[src/rtl/spi_reg_ctrl_pkg.sv]
// Shared definitions for the SPI register controller: byte width, command
// read-bit position, FSM state encoding and a saturating byte counter helper.
package spi_pkg;

  localparam int BYTE_W     = 8;
  localparam int CMD_RD_BIT = 7;
  localparam logic [BYTE_W-1:0] BYTE_MAX = 8'hFF;

  typedef enum logic [2:0] {
    ST_IDLE     = 3'd0,
    ST_CMD      = 3'd1,
    ST_WR       = 3'd2,
    ST_RD_FETCH = 3'd3,
    ST_RD_WAIT  = 3'd4,
    ST_RD_OFFER = 3'd5
  } state_t;

  // Increment a byte counter, sticking at all-ones instead of wrapping.
  function automatic logic [BYTE_W-1:0] sat_inc(input logic [BYTE_W-1:0] v);
    logic [BYTE_W-1:0] r;
    if (v == BYTE_MAX) begin
      r = v;
    end else begin
      r = v + 8'd1;
    end
    return r;
  endfunction

endpackage

[src/rtl/spi_reg_ctrl_if.sv]
// Bundle of the SPI byte stream, transmit handshake and register-file bus.
// The slave modport is the controller's view; master is the environment's.
interface spi_reg_ctrl_if
  import spi_pkg::*;
#(
  parameter int ADDR_WIDTH = 7
) ();

  logic                  frame_start;
  logic                  frame_end;
  logic                  in_data_valid;
  logic [BYTE_W-1:0]     in_data;
  logic                  out_data_valid;
  logic [BYTE_W-1:0]     out_data;
  logic                  out_data_ready;
  logic [ADDR_WIDTH-1:0] reg_addr;
  logic [BYTE_W-1:0]     reg_wdata;
  logic                  reg_we;
  logic                  reg_re;
  logic [BYTE_W-1:0]     reg_rdata;
  logic                  busy;
  logic [BYTE_W-1:0]     frame_bytes;

  modport slave (
    input  frame_start, frame_end, in_data_valid, in_data, out_data_ready, reg_rdata,
    output out_data_valid, out_data, reg_addr, reg_wdata, reg_we, reg_re, busy, frame_bytes
  );

  modport master (
    output frame_start, frame_end, in_data_valid, in_data, out_data_ready, reg_rdata,
    input  out_data_valid, out_data, reg_addr, reg_wdata, reg_we, reg_re, busy, frame_bytes
  );

endinterface

[src/rtl/spi_reg_ctrl.sv]
// SPI byte-stream to register-file command controller.
// Optional feature macro: SPI_REG_CTRL_AUTOINC_EN -- when defined the register
// address advances after each write strobe and each read transfer; otherwise
// the address stays at the command address for the whole frame.
// All outputs are registered; frame_end always has priority over frame_start
// and over a byte arriving in the same cycle.
module spi_reg_ctrl
  import spi_pkg::*;
#(
  parameter int ADDR_WIDTH = 7
) (
  input  logic           clock,
  input  logic           reset,
  spi_reg_ctrl_if.slave  bus
);

`ifdef SPI_REG_CTRL_AUTOINC_EN
  localparam logic AUTOINC = 1'b1;
`else
  localparam logic AUTOINC = 1'b0;
`endif

  state_t                state_r;
  state_t                next_state_s;
  logic [ADDR_WIDTH-1:0] addr_r;
  logic [BYTE_W-1:0]     wdata_r;
  logic                  we_r;
  logic                  re_r;
  logic [BYTE_W-1:0]     odata_r;
  logic                  ovalid_r;
  logic [BYTE_W-1:0]     count_r;
  logic                  busy_r;

  logic                  restart_s;
  logic                  byte_s;
  logic                  cmd_load_s;
  logic                  wr_hit_s;
  logic                  xfer_s;

  // Qualify incoming events: frame_end masks everything, a restart masks the byte.
  always_comb begin
    restart_s  = bus.frame_start & ~bus.frame_end;
    byte_s     = bus.in_data_valid & (state_r != ST_IDLE) & ~bus.frame_end & ~restart_s;
    cmd_load_s = byte_s & (state_r == ST_CMD);
    wr_hit_s   = byte_s & (state_r == ST_WR);
    xfer_s     = (state_r == ST_RD_OFFER) & ovalid_r & bus.out_data_ready &
                 ~bus.frame_end & ~restart_s;
  end

  // Next-state decode for the framing / read-prefetch sequencer.
  always_comb begin
    next_state_s = state_r;
    if (bus.frame_end) begin
      next_state_s = ST_IDLE;
    end else if (bus.frame_start) begin
      next_state_s = ST_CMD;
    end else begin
      case (state_r)
        ST_IDLE: begin
          next_state_s = ST_IDLE;
        end
        ST_CMD: begin
          if (bus.in_data_valid) begin
            next_state_s = bus.in_data[CMD_RD_BIT] ? ST_RD_FETCH : ST_WR;
          end else begin
            next_state_s = ST_CMD;
          end
        end
        ST_WR:       next_state_s = ST_WR;
        ST_RD_FETCH: next_state_s = ST_RD_WAIT;
        ST_RD_WAIT:  next_state_s = ST_RD_OFFER;
        ST_RD_OFFER: begin
          if (xfer_s) begin
            next_state_s = ST_RD_FETCH;
          end else begin
            next_state_s = ST_RD_OFFER;
          end
        end
        default:     next_state_s = ST_IDLE;
      endcase
    end
  end

  // State register.
  always_ff @(posedge clock) begin
    if (reset) begin
      state_r <= ST_IDLE;
    end else begin
      state_r <= next_state_s;
    end
  end

  // Registered strobes, read-data holding register, address and byte counter.
  always_ff @(posedge clock) begin
    if (reset) begin
      addr_r   <= '0;
      wdata_r  <= 8'h00;
      we_r     <= 1'b0;
      re_r     <= 1'b0;
      odata_r  <= 8'h00;
      ovalid_r <= 1'b0;
      count_r  <= 8'h00;
      busy_r   <= 1'b0;
    end else begin
      we_r   <= wr_hit_s;
      re_r   <= (next_state_s == ST_RD_FETCH);
      busy_r <= (next_state_s != ST_IDLE);

      if (wr_hit_s) begin
        wdata_r <= bus.in_data;
      end

      // The fetched byte is only captured while the fetch is still live.
      if (bus.frame_end || bus.frame_start) begin
        ovalid_r <= 1'b0;
      end else if (state_r == ST_RD_WAIT) begin
        odata_r  <= bus.reg_rdata;
        ovalid_r <= 1'b1;
      end else if (xfer_s) begin
        ovalid_r <= 1'b0;
      end

      // Advance after the write strobe cycle so back-to-back bytes see the next address.
      if (cmd_load_s) begin
        addr_r <= bus.in_data[ADDR_WIDTH-1:0];
      end else if (AUTOINC && (we_r || xfer_s)) begin
        addr_r <= addr_r + ADDR_WIDTH'(1);
      end

      if (bus.frame_end) begin
        count_r <= count_r;
      end else if (bus.frame_start) begin
        count_r <= 8'h00;
      end else if (bus.in_data_valid && (state_r != ST_IDLE)) begin
        count_r <= sat_inc(count_r);
      end
    end
  end

  assign bus.reg_addr       = addr_r;
  assign bus.reg_wdata      = wdata_r;
  assign bus.reg_we         = we_r;
  assign bus.reg_re         = re_r;
  assign bus.out_data       = odata_r;
  assign bus.out_data_valid = ovalid_r;
  assign bus.frame_bytes    = count_r;
  assign bus.busy           = busy_r;

endmodule

[src/flat_wrapper.sv]
// flat-port wrapper written by rule: the top's interface ports become plain ports
module spi_reg_ctrl_flat import spi_pkg::*;
#(
  parameter int ADDR_WIDTH = 7
)
  (clock, reset, bus_frame_start, bus_frame_end, bus_in_data_valid, bus_in_data, bus_out_data_ready, bus_reg_rdata, bus_out_data_valid, bus_out_data, bus_reg_addr, bus_reg_wdata, bus_reg_we, bus_reg_re, bus_busy, bus_frame_bytes);
  spi_reg_ctrl_if #(.ADDR_WIDTH(ADDR_WIDTH)) bus_i ();
  input  logic clock;
  input  logic reset;
  input wire logic [$bits(bus_i.frame_start)-1:0] bus_frame_start;
  input wire logic [$bits(bus_i.frame_end)-1:0] bus_frame_end;
  input wire logic [$bits(bus_i.in_data_valid)-1:0] bus_in_data_valid;
  input wire logic [$bits(bus_i.in_data)-1:0] bus_in_data;
  input wire logic [$bits(bus_i.out_data_ready)-1:0] bus_out_data_ready;
  input wire logic [$bits(bus_i.reg_rdata)-1:0] bus_reg_rdata;
  output wire logic [$bits(bus_i.out_data_valid)-1:0] bus_out_data_valid;
  output wire logic [$bits(bus_i.out_data)-1:0] bus_out_data;
  output wire logic [$bits(bus_i.reg_addr)-1:0] bus_reg_addr;
  output wire logic [$bits(bus_i.reg_wdata)-1:0] bus_reg_wdata;
  output wire logic [$bits(bus_i.reg_we)-1:0] bus_reg_we;
  output wire logic [$bits(bus_i.reg_re)-1:0] bus_reg_re;
  output wire logic [$bits(bus_i.busy)-1:0] bus_busy;
  output wire logic [$bits(bus_i.frame_bytes)-1:0] bus_frame_bytes;
  assign bus_i.frame_start = bus_frame_start;
  assign bus_i.frame_end = bus_frame_end;
  assign bus_i.in_data_valid = bus_in_data_valid;
  assign bus_i.in_data = bus_in_data;
  assign bus_i.out_data_ready = bus_out_data_ready;
  assign bus_i.reg_rdata = bus_reg_rdata;
  assign bus_out_data_valid = bus_i.out_data_valid;
  assign bus_out_data = bus_i.out_data;
  assign bus_reg_addr = bus_i.reg_addr;
  assign bus_reg_wdata = bus_i.reg_wdata;
  assign bus_reg_we = bus_i.reg_we;
  assign bus_reg_re = bus_i.reg_re;
  assign bus_busy = bus_i.busy;
  assign bus_frame_bytes = bus_i.frame_bytes;
  spi_reg_ctrl #(.ADDR_WIDTH(ADDR_WIDTH)) u_core (.clock(clock), .reset(reset), .bus(bus_i));
endmodule
[config.mk]
export PLATFORM = sky130hd
export DESIGN_NAME = spi_reg_ctrl_flat
export DESIGN_NICKNAME = d
export VERILOG_FILES = /design/src/rtl/spi_reg_ctrl_pkg.sv /design/src/rtl/spi_reg_ctrl_if.sv /design/src/rtl/spi_reg_ctrl.sv /design/src/flat_wrapper.sv
export SDC_FILE = /design/constraint.sdc
export NUM_CORES = 1
export LEC_CHECK = 0
export BUFFER_PORTS_ARGS = -buffer_cell sky130_fd_sc_hd__buf_4
export CAP_MARGIN = 20
export CORE_UTILIZATION = 25
export CTS_BUF_LIST = sky130_fd_sc_hd__clkbuf_8
export CTS_CLUSTER_DIAMETER = 120
export DETAILED_ROUTE_END_ITERATION = 10
export PLACE_DENSITY = 0.48
export SYNTH_ARGS = -nofsm -noshare
export SYNTH_HDL_FRONTEND = slang
export SYNTH_SLANG_ARGS = --single-unit
export TNS_END_PERCENT = 5
[constraint.sdc]
create_clock -name clock -period 1.6 [get_ports clock]
set_input_delay 0.08 -clock clock [delete_from_list [all_inputs] [get_ports clock]]
set_output_delay 0.08 -clock clock [all_outputs]
set_load 0.01 [all_outputs]
==> results.tsv, run 1 <==
stage	metric	value	unit
setup_path	destination of the critical timing path	u_core.bus.reg_re	
grt	pin count of the biggest net entering global routing	31	
setup_path	beginning of the worst register-to-register path	u_core.state_r[2]	
power_and_ir_drop	Sw Pwr	425.9	uW
outcome	violated checks	design-rule violations	
power_and_ir_drop	cell internal power dissipation	1.471	mW
setup_path	startpoint kind of the worst setup timing path	flop	
grt	vias in the first global route	1302	
floorplanning	placeable core region	0.006422	sq mm
final_layout	number of nets in the layout	264	
setup_path	depth of the worst register-to-register path	5	
floorplanning	Die W	84.11	um
worst_hold_path	Min-Delay Path Class	in2reg	
final_layout	final standard cell count with taps included and fillers excluded	318	
route	router iterations before antenna repair	7	
synthesis	Yosys cell types	36	
route	routed vias	1457	
job	number of violations of the max-capacitance limit	0	
synthesis	EDFF count, synth	0	
synthesis	average size of a mapped cell	9.415	sq um
clocking	clock tree from TritonCTS	built	
power_and_ir_drop	Comb power frac	0.062	
sta	post-route clock period utilization	0.9137	
sta	normalized max-slew margin	0.6601	
clocking	later-pin clock latency in the skew report	0.29	ns
setup_path	category of the most critical setup path	reg2reg	
setup_path	capturing element type of the critical path	flop	
outcome	outcome	finished with violations	
sta	setup repair after global routing missed its margin	false	
floorplanning	IO Pins	57	
setup_path	reg-to-reg endpoint	u_core.bus.reg_re	
sta	setup TNS after final layout	0	ns
final_layout	ant diodes	0	
grt	GRT Total Usage	0.1122	
power_and_ir_drop	post-layout power	1.897	mW
final_layout	share of post-route cells with drive strength above 1	0.3320	
setup_path	FF-to-FF setup slack	0.14	ns
placement	cell area reported after detailed placement	0.002201	sq mm
synthesis	portion of the post-synthesis area used by sequential elements	0.4514	
setup_path	worst setup path startpoint	u_core.state_r[2]	
route	wire length reported by the detailed router	3920	um
power_and_ir_drop	switching part of the total	0.2245	
final_layout	core occupancy in the finished layout	0.3628	
synthesis	Most used DFF post-synth	sky130_fd_sc_hd__dfxtp_1	
floorplanning	die area	0.007074	sq mm
final_layout	post-route cell area	0.002330	sq mm
setup_path	Crit path arrival time	1.66	ns
sta	Final Slew Violations	0	
clocking	buffer type at the clock tree root	sky130_fd_sc_hd__clkbuf_8	
synthesis	fraction of post-synthesis cell area in the top cell type by area	0.4514	
clocking	Num CTS Buffers	5	
sta	Final Critical Period	1.462	ns
synthesis	register bit total from synthesis	38	
synthesis	number of cells produced by synthesis	179	
power_and_ir_drop	leakage power figure	1.104	nW
floorplanning	vertical die dimension	84.11	um
sta	Hold WS	0.02107	ns
route	Routed WL per cell	12.33	um
final_layout	number of inserted filler cells in the final layout	654	
synthesis	total nets after synthesis	203	
grt	number of antenna violations at the first check in global routing	0	
placement	Post-DP HPWL	2822	um
clocking	CTS clk-pin slew, worst paths	0.08	ns
sta	transition time at the pin with the least slew margin	0.5030	ns
sta	post-layout worst setup margin	0.1380	ns
grt	total congestion overflow	0	
clocking	number of levels the H-tree was split into	2	
final_layout	synth-to-layout area growth	38.23	%
synthesis	biggest area consumer among synthesized cells	sky130_fd_sc_hd__dfxtp_1	
power_and_ir_drop	share of total power in the clock network	0.436	
floorplanning	Starting Density	0.2624	
sta	top achievable clock speed	684.0	MHz
clocking	setup fix buffers added after clock tree synthesis	0	
synthesis	Async SR Flop Fraction	0	
route	Final ANT Viol Nets	0	
clocking	buffers from clock root to sink, at most	2	
route	Avg Vias per Cell	4.582	
route	violation count after the first detailed-route iteration	65	
power_and_ir_drop	sequential share of power	0.502	
sta	final hold violation count	0	
synthesis	most area-consuming cells after synthesis	sky130_fd_sc_hd__dfxtp_1 45%, sky130_fd_sc_hd__mux2i_1 18%, sky130_fd_sc_hd__nor2_1 6.5%	
power_and_ir_drop	worst vdd ir	0.3313	mV
power_and_ir_drop	total power density per cell area	814.3	mW/mm^2
setup_path	CP max FO	6	
placement	dpl cells	310	
synthesis	synth warn	0	
sta	worst clock skew	0.003565	ns
setup_path	critical path required time	1.80	ns
sta	count of final setup violators	0	
grt	wire length of the first global-routing pass	6251	um
clocking	clock sink count	38	
synthesis	combined area of all synthesized cells	0.001685	sq mm
placement	last weighted congestion value of the routability-driven placer	0.8410	
floorplanning	number of core rows	29	
placement	IO Port Bufs	56	
placement	worst setup slack before clock tree synthesis	0.04711	ns
route	residual DRC count	10	
cells in the mapped netlist (2+ instances only):
master                     instances
sky130_fd_sc_hd__or4_1             2
sky130_fd_sc_hd__buf_2             4
sky130_fd_sc_hd__nand2_1          12
sky130_fd_sc_hd__ha_1              2
sky130_fd_sc_hd__clkbuf_1          4
sky130_fd_sc_hd__o211ai_1          2
sky130_fd_sc_hd__nor2_1           29
sky130_fd_sc_hd__nand2b_1          7
sky130_fd_sc_hd__nand4b_1          2
sky130_fd_sc_hd__a211oi_1          6
sky130_fd_sc_hd__a21oi_1           9
sky130_fd_sc_hd__dfxtp_1          38
sky130_fd_sc_hd__inv_1             3
sky130_fd_sc_hd__nand3_1           4
sky130_fd_sc_hd__buf_6             3
sky130_fd_sc_hd__nor3_1            3
sky130_fd_sc_hd__mux2i_1          30
cell families after synthesis:
logic type | after synthesis | synth area share
AOI/OAI and AO/OA | 24 | 0.09131
DFF | 38 | 0.4514
and+or+nand+nor | 70 | 0.2146
buffers and inverters | 15 | 0.04973
adders and majority gates | 2 | 0.01485
muxes | 30 | 0.1782
how the worst min path moves through the flow:
stage,endpoint,startpoint,cells past startpoint
6_report,u_core.bus.out_data[4],bus_reg_rdata[4],3
4_1_cts,u_core.bus.out_data[3],bus_reg_rdata[3],3
3_3_place_gp,u_core.bus.out_data[3],bus_reg_rdata[3],3
3_5_place_dp,u_core.bus.out_data[1],bus_reg_rdata[1],3
5_1_grt,u_core.bus.out_data[3],bus_reg_rdata[3],3
2_1_floorplan,u_core.bus.out_data[0],bus_reg_rdata[0],2
worst max-delay path, cell delays in order (launching register included):
cell                       delay, ns
sky130_fd_sc_hd__dfxtp_2        0.38
sky130_fd_sc_hd__buf_4          0.17
sky130_fd_sc_hd__or3b_1         0.36
sky130_fd_sc_hd__a21oi_1        0.14
sky130_fd_sc_hd__o21ai_1        0.11
sky130_fd_sc_hd__a211oi_1       0.23
flip-flops by register name (all words and copies together) (netlist names):
signal                     flops
u_core.bus.reg_re              1
u_core.bus.reg_addr            7
u_core.bus.busy                1
u_core.state_r                 3
u_core.bus.reg_we              1
u_core.bus.out_data            8
u_core.bus.reg_wdata           8
u_core.bus.out_data_valid      1
u_core.bus.frame_bytes         8
layer usage:
metal / track usage / vias to the layer above / wire length (um)
li1: - / 748 / -
met3: 0.03363 / 2 / 237
met4: 0.04702 / 0 / 39
met1: 0.1356 / 664 / 1809
met5: 0 / - / 0
met2: 0.1855 / 43 / 1834
layout by cell type, fill, tap and decap left out, types with 2 or more instances in the layout:
cell type | synthesis | routed
sky130_fd_sc_hd__nand2b_1 | 7 | 7
sky130_fd_sc_hd__a211oi_1 | 6 | 6
sky130_fd_sc_hd__or4_1 | 2 | 2
sky130_fd_sc_hd__nor3_1 | 3 | 3
sky130_fd_sc_hd__buf_4 | 0 | 65
sky130_fd_sc_hd__nand2_1 | 12 | 12
sky130_fd_sc_hd__clkbuf_8 | 0 | 5
sky130_fd_sc_hd__nand4b_1 | 2 | 2
sky130_fd_sc_hd__dfxtp_2 | 0 | 2
sky130_fd_sc_hd__o211ai_1 | 2 | 2
sky130_fd_sc_hd__inv_1 | 3 | 3
sky130_fd_sc_hd__mux2i_1 | 30 | 30
sky130_fd_sc_hd__dfxtp_1 | 38 | 36
sky130_fd_sc_hd__nor2_1 | 29 | 29
sky130_fd_sc_hd__nand3_1 | 4 | 4
sky130_fd_sc_hd__a21oi_1 | 9 | 9
sky130_fd_sc_hd__clkinvlp_4 | 0 | 2
what timing repair did:
item,4_1_cts,5_1_grt
gates resized for setup,0,3
hold buffers,0,0
setup endpoints to repair,0,2
power groups by stage:
stage	clock network [mW]	logic, mW	registers [mW]
finish	0.826	0.118	0.952
global route	0.896	0.130	0.953
CTS	0.863	0.119	0.953
detailed placement	0	0.119	0.975
global placement	0	0.121	0.975
floorplan	0	0.0559	0.976
final cells by class:
| class | count | area (sq um) | area share |
|---|---|---|---|
| multi-input combinational | 126 | 853.3 | 0.3663 |
| sequential | 38 | 763.2 | 0.3276 |
| timing repair buffer | 65 | 488.0 | 0.2095 |
| tap | 77 | 96.34 | 0.04135 |
| clock buffer | 5 | 68.82 | 0.02954 |
| clock inverter | 3 | 45.04 | 0.01933 |
| inverter | 4 | 15.01 | 0.006445 |
Power figures use the tool's default switching activity.
==> run 2: changes to the inputs <==
Settings changed: GPL_TIMING_DRIVEN set to 0.
==> results.tsv, run 2 (synthesis results as in run 1) <==
stage	metric	value	unit
clocking	buffer type at the clock tree root	sky130_fd_sc_hd__clkbuf_8	
power_and_ir_drop	Sw Pwr	424.2	uW
sta	worst clock skew	0.01002	ns
clocking	number of levels the H-tree was split into	2	
route	wire length reported by the detailed router	4077	um
setup_path	critical path required time	1.81	ns
route	routed vias	1458	
setup_path	reg-to-reg endpoint	u_core.bus.reg_re	
clocking	buffers from clock root to sink, at most	2	
floorplanning	IO Pins	57	
floorplanning	number of core rows	29	
power_and_ir_drop	cell internal power dissipation	1.632	mW
final_layout	core occupancy in the finished layout	0.3661	
outcome	outcome	finished with violations	
worst_hold_path	hold-critical path depth	3	
sta	normalized max-slew margin	0.6635	
grt	total congestion overflow	0	
setup_path	startpoint kind of the worst setup timing path	flop	
setup_path	Crit path arrival time	1.74	ns
clocking	CTS clk-pin slew, worst paths	0.08	ns
placement	Post-DP HPWL	2965	um
sta	Hold WS	0.01034	ns
power_and_ir_drop	share of total power in the clock network	0.478	
sta	Final Critical Period	1.532	ns
worst_hold_path	worst min-delay path startpoint	bus_reg_rdata[2]	
route	router iterations before antenna repair	7	
sta	post-layout worst setup margin	0.06759	ns
route	Routed WL per cell	12.82	um
outcome	violated checks	design-rule violations	
final_layout	share of post-route cells with drive strength above 1	0.3195	
grt	number of antenna violations at the first check in global routing	0	
route	Avg Vias per Cell	4.585	
worst_hold_path	Min-Delay Path Class	in2reg	
grt	vias in the first global route	1427	
clocking	later-pin clock latency in the skew report	0.29	ns
clocking	Num CTS Buffers	5	
sta	final hold violation count	0	
setup_path	FF-to-FF setup slack	0.07	ns
power_and_ir_drop	leakage power figure	1.108	nW
worst_hold_path	hold endpoint	u_core.bus.out_data[2]	
sta	Final Slew Violations	0	
power_and_ir_drop	switching part of the total	0.2063	
setup_path	Slowest Stage Delay on Critical Path	0.31	ns
floorplanning	Starting Density	0.2624	
sta	count of final setup violators	0	
sta	post-route clock period utilization	0.9578	
sta	top achievable clock speed	652.6	MHz
power_and_ir_drop	worst vdd ir	0.4941	mV
final_layout	most common cell after layout, fill and taps aside	sky130_fd_sc_hd__buf_4	
final_layout	commonest cells after routing, fill and taps aside	54 x sky130_fd_sc_hd__buf_4, 37 x sky130_fd_sc_hd__dfxtp_1, 30 x sky130_fd_sc_hd__mux2i_1, 29 x sky130_fd_sc_hd__nor2_1, 11 x sky130_fd_sc_hd__nand2_1	
final_layout	synth-to-layout area growth	39.49	%
route	residual DRC count	10	
job	number of violations of the max-capacitance limit	0	
setup_path	capturing element type of the critical path	flop	
setup_path	critical-path cell with the highest stage delay	sky130_fd_sc_hd__dfxtp_1	
power_and_ir_drop	sequential share of power	0.463	
floorplanning	placeable core region	0.006422	sq mm
setup_path	beginning of the worst register-to-register path	u_core.state_r[1]	
floorplanning	Die W	84.11	um
sta	setup repair after global routing missed its margin	true	
setup_path	category of the most critical setup path	reg2reg	
setup_path	worst-path cell chain	buf_6 > inv_1 > ha_4 > nand2b_1 > a21oi_1 > o21ai_2 > a211oi_1	
setup_path	CP max FO	9	
power_and_ir_drop	total power density per cell area	874.5	mW/mm^2
power_and_ir_drop	Comb power frac	0.059	
placement	last weighted congestion value of the routability-driven placer	0.7539	
final_layout	number of nets in the layout	264	
floorplanning	vertical die dimension	84.11	um
clocking	setup fix buffers added after clock tree synthesis	0	
clocking	clock sink count	38	
placement	IO Port Bufs	54	
final_layout	ant diodes	0	
grt	wire length of the first global-routing pass	6810	um
sta	transition time at the pin with the least slew margin	0.5048	ns
clocking	post-cts hold buffer count	0	
placement	worst setup slack before clock tree synthesis	-0.02825	ns
grt	GRT Total Usage	0.1212	
floorplanning	die area	0.007074	sq mm
route	violation count after the first detailed-route iteration	58	
clocking	clock tree from TritonCTS	built	
setup_path	depth of the worst register-to-register path	7	
final_layout	number of inserted filler cells in the final layout	689	
grt	pin count of the biggest net entering global routing	14	
route	Final ANT Viol Nets	0	
[run 2: cell types whose count changed in the layout (fill, tap and decap cells not counted)]
| cell | change |
|---|---|
| sky130_fd_sc_hd__buf_2 | +3 |
| sky130_fd_sc_hd__buf_4 | -11 |
| sky130_fd_sc_hd__buf_6 | +4 |
| sky130_fd_sc_hd__bufinv_16 | +1 |
| sky130_fd_sc_hd__clkbuf_1 | +4 |
| sky130_fd_sc_hd__clkinv_4 | +1 |
| sky130_fd_sc_hd__clkinvlp_4 | -2 |
| sky130_fd_sc_hd__dfxtp_1 | +1 |
| sky130_fd_sc_hd__dfxtp_2 | -1 |
| sky130_fd_sc_hd__nand2_1 | -1 |
| sky130_fd_sc_hd__nand2_2 | +1 |
| sky130_fd_sc_hd__o21ai_1 | -1 |
| sky130_fd_sc_hd__o21ai_2 | +1 |
[run 2: worst max path at each step]
stage                                 start                      to  slack, ns  cells after the start
after floorplan           u_core.state_r[1]       u_core.bus.reg_re       0.13                      7
after global routing      u_core.state_r[1]       u_core.bus.reg_re      -0.04                      7
after global placement    u_core.state_r[1]       u_core.bus.reg_re      -0.05                      7
after CTS                 u_core.state_r[2]  u_core.bus.out_data[7]       0.02                      6
after detailed placement  u_core.state_r[1]       u_core.bus.reg_re      -0.03                      7
final                     u_core.state_r[1]       u_core.bus.reg_re       0.07                      7
[run 2: layer usage]
| layer | global-route usage | share of wire | vias up |
|---|---|---|---|
| met5 | 0 | 0 | - |
| met4 | 0.05643 | 0.010 | 0 |
| met3 | 0.02374 | 0.053 | 5 |
| met2 | 0.1997 | 0.48 | 36 |
| met1 | 0.1527 | 0.46 | 670 |
| li1 | - | - | 747 |
[run 2: layout make-up]
class / instances / area, sq um / area share
plain buffers: 11 / 75.07 / 0.03193
multi-input cells: 126 / 859.6 / 0.3656
clock buffers: 5 / 68.82 / 0.02927
well taps: 77 / 96.34 / 0.04098
repair buffers: 54 / 405.4 / 0.1724
flip-flops and latches: 38 / 762.0 / 0.3241
clock inverters: 3 / 68.82 / 0.02927
inverters: 4 / 15.01 / 0.006386
[run 2: critical path: cells and delay by family, from the launching register on]
family                   cells  cell delay, ns
flip-flops                   1            0.31
AND/OR/NAND/NOR              1            0.14
buffers and inverters        2            0.30
AO/OA/AOI/OAI                3            0.46
adder cells (fa/ha/maj)      1            0.25
[run 2: power by group through the flow]
stage / Sequential (mW) / Combinational [mW] / Clock [mW]
CTS: 0.952 / 0.121 / 1.02
global route: 0.953 / 0.135 / 1.06
detailed placement: 0.974 / 0.120 / 0
finish: 0.952 / 0.120 / 0.983
global placement: 0.974 / 0.121 / 0
floorplan: 0.976 / 0.0559 / 0
[run 2: per-stage QoR]
step	power, mW	std cells	TNS, ns	instance area, sq um
final	2.056	318	0	2351
after global routing	2.145	318	-0.05332	2351
after CTS	2.093	318	0	2340
after detailed placement	1.095	310	-0.02825	2187
after global placement	1.095	310	-0.04567	2187
after floorplan	1.032	179	0	1685
[run 2: what timing repair did]
| action | 4_1_cts | 5_1_grt |
|---|---|---|
| gates resized for setup | 2 | 4 |
| pin swaps | 0 | 0 |
| setup endpoints to repair | 2 | 21 |
==> run 3: changes to the inputs <==
Settings changed: BUFFER_PORTS_ARGS -buffer_cell sky130_fd_sc_hd__buf_4 to not set, DONT_BUFFER_PORTS set to 1, PLACE_DENSITY 0.48 to 0.41, SLEW_MARGIN set to 20.
Clock period 1.6 ns to 1.7 ns, I/O delays scaled along.
==> results.tsv, run 3 (synthesis results as in run 1) <==
stage	metric	value	unit
outcome	outcome	finished with violations	
outcome	violated checks	design-rule violations	
route	wire length reported by the detailed router	4019	um
setup_path	critical path required time	1.91	ns
setup_path	depth of the worst register-to-register path	7	
sta	top achievable clock speed	616.8	MHz
placement	worst setup slack before clock tree synthesis	0.07833	ns
route	router iterations before antenna repair	7	
sta	post-layout worst setup margin	0.07867	ns
placement	IO Port Bufs	0	
clocking	later-pin clock latency in the skew report	0.28	ns
sta	Hold WS	0.01907	ns
final_layout	share of post-route cells with drive strength above 1	0.1084	
worst_hold_path	Min-Delay Path Class	in2reg	
power_and_ir_drop	share of total power in the clock network	0.487	
setup_path	worst-path cell chain	buf_6 > inv_1 > ha_1 > nand2b_1 > a21oi_1 > o21ai_2 > a211oi_2	
route	residual DRC count	4	
sta	transition time at the pin with the least slew margin	0.5136	ns
route	Routed WL per cell	14.35	um
sta	setup repair after global routing missed its margin	true	
final_layout	ant diodes	0	
floorplanning	number of core rows	29	
setup_path	reg-to-reg endpoint	u_core.bus.reg_re	
setup_path	destination of the critical timing path	u_core.bus.reg_re	
grt	total congestion overflow	0	
setup_path	beginning of the worst register-to-register path	u_core.state_r[1]	
setup_path	category of the most critical setup path	reg2reg	
power_and_ir_drop	sequential share of power	0.461	
clocking	buffer type at the clock tree root	sky130_fd_sc_hd__clkbuf_8	
placement	last weighted congestion value of the routability-driven placer	0.7676	
floorplanning	Starting Density	0.2624	
final_layout	final standard cell count with taps included and fillers excluded	280	
setup_path	startpoint kind of the worst setup timing path	flop	
route	Final ANT Viol Nets	0	
worst_hold_path	hold-critical path depth	3	
grt	number of antenna violations at the first check in global routing	0	
setup_path	Crit path arrival time	1.83	ns
placement	Post-DP HPWL	2765	um
sta	normalized max-slew margin	0.6529	
sta	worst clock skew	0.004637	ns
power_and_ir_drop	Comb power frac	0.053	
final_layout	most common cell after layout, fill and taps aside	sky130_fd_sc_hd__dfxtp_1	
clocking	buffers from clock root to sink, at most	2	
setup_path	CP max FO	9	
floorplanning	Die W	84.11	um
grt	wire length of the first global-routing pass	6699	um
route	violation count after the first detailed-route iteration	57	
power_and_ir_drop	cell internal power dissipation	1.567	mW
clocking	clock tree from TritonCTS	built	
clocking	number of levels the H-tree was split into	2	
setup_path	Slowest Stage Delay on Critical Path	0.37	ns
power_and_ir_drop	Sw Pwr	382.4	uW
grt	pin count of the biggest net entering global routing	13	
final_layout	synth-to-layout area growth	24.50	%
clocking	setup fix buffers added after clock tree synthesis	0	
route	routed vias	1310	
floorplanning	IO Pins	57	
route	Avg Vias per Cell	4.679	
floorplanning	placeable core region	0.006422	sq mm
final_layout	number of nets in the layout	226	
sta	Final Slew Violations	0	
floorplanning	die area	0.007074	sq mm
final_layout	commonest cells after routing, fill and taps aside	38 x sky130_fd_sc_hd__dfxtp_1, 30 x sky130_fd_sc_hd__mux2i_1, 29 x sky130_fd_sc_hd__nor2_1, 16 x sky130_fd_sc_hd__dlygate4sd3_1, 11 x sky130_fd_sc_hd__nand2_1	
floorplanning	vertical die dimension	84.11	um
grt	GRT Total Usage	0.1195	
power_and_ir_drop	post-layout power	1.950	mW
setup_path	worst setup path startpoint	u_core.state_r[1]	
clocking	Num CTS Buffers	5	
setup_path	critical-path cell with the highest stage delay	sky130_fd_sc_hd__ha_1	
clocking	clock sink count	38	
clocking	CTS clk-pin slew, worst paths	0.08	ns
sta	count of final setup violators	0	
setup_path	capturing element type of the critical path	flop	
power_and_ir_drop	total power density per cell area	929.2	mW/mm^2
power_and_ir_drop	leakage power figure	0.8932	nW
setup_path	FF-to-FF setup slack	0.08	ns
sta	Final Critical Period	1.621	ns
power_and_ir_drop	worst vdd ir	0.3171	mV
power_and_ir_drop	switching part of the total	0.1961	
sta	final hold violation count	0	
job	number of violations of the max-capacitance limit	0	
grt	vias in the first global route	1326	
sta	post-route clock period utilization	0.9537	
placement	dpl cells	256	
==> run 3: cell count changes in the layout (fill, tap and decap cells not counted), sizes merged <==
cell | before | now
clkinv | 1 | 0
buf | 61 | 6
dlygate4sd3 | 0 | 16
clkbuf | 9 | 11
==> run 3: worst max-delay path, delay by kind of cell, from the launching register on <==
kind                       cells  cell delay (ns)
AOI/OAI and AO/OA              3             0.48
adders and majority gates      1             0.37
DFF                            1             0.33
and+or+nand+nor                1             0.17
buffers and inverters          2             0.22
==> run 3: metrics by stage <==
stage                TNS, ns    util  instance area, sq um
global route        -0.09733  0.3267                  2098
detailed placement         0  0.2774                  1782
finish                     0  0.3267                  2098
CTS                        0  0.3246                  2085
global placement           0  0.2774                  1782
floorplan                  0       -                  1685
==> run 3: what timing repair did <==
action	in CTS	in global routing
hold endpoints to repair	23	0
endpoints found under the setup margin	0	11
hold buffers	16	0
resized for setup	0	4
==> run 3: worst min-delay path by stage <==
stage	from	end	slack (ns)
after floorplan	bus_reg_rdata[0]	u_core.bus.out_data[0]	0.23
after global placement	bus_in_data[3]	u_core.bus.reg_wdata[3]	0.23
after detailed placement	bus_in_data[5]	u_core.bus.reg_wdata[5]	0.24
after CTS	reset	u_core.bus.frame_bytes[4]	0.002
after global routing	reset	u_core.bus.frame_bytes[4]	0.03
final	reset	u_core.bus.frame_bytes[4]	0.02
==> run 3: area by class of cell <==
class / count / area [sq um]
inverters: 4 / 15.01
clock buffers: 6 / 82.58
multi-input cells: 126 / 852.1
clock inverters: 2 / 60.06
flip-flops and latches: 38 / 760.7
fillers: 668 / 4324
well taps: 77 / 96.34
repair buffers: 16 / 160.2
plain buffers: 11 / 71.32
==> run 3: layer usage <==
metal	vias up	wire length, um	global-route usage	part of all wire
li1	677	-	-	-
met1	606	1912	0.1512	0.48
met2	25	1888	0.1945	0.47
met3	2	188	0.03363	0.047
met4	0	29	0.04232	0.0072
met5	-	0	0	0
==> run 3: power by group through the flow <==
stage | Combinational, mW | Sequential [mW] | Clock [mW]
after floorplan | 0.0526 | 0.918 | 0
after global placement | 0.0702 | 0.919 | 0
after detailed placement | 0.0692 | 0.919 | 0
after CTS | 0.102 | 0.898 | 0.974
after global routing | 0.115 | 0.899 | 1.01
final | 0.103 | 0.898 | 0.949
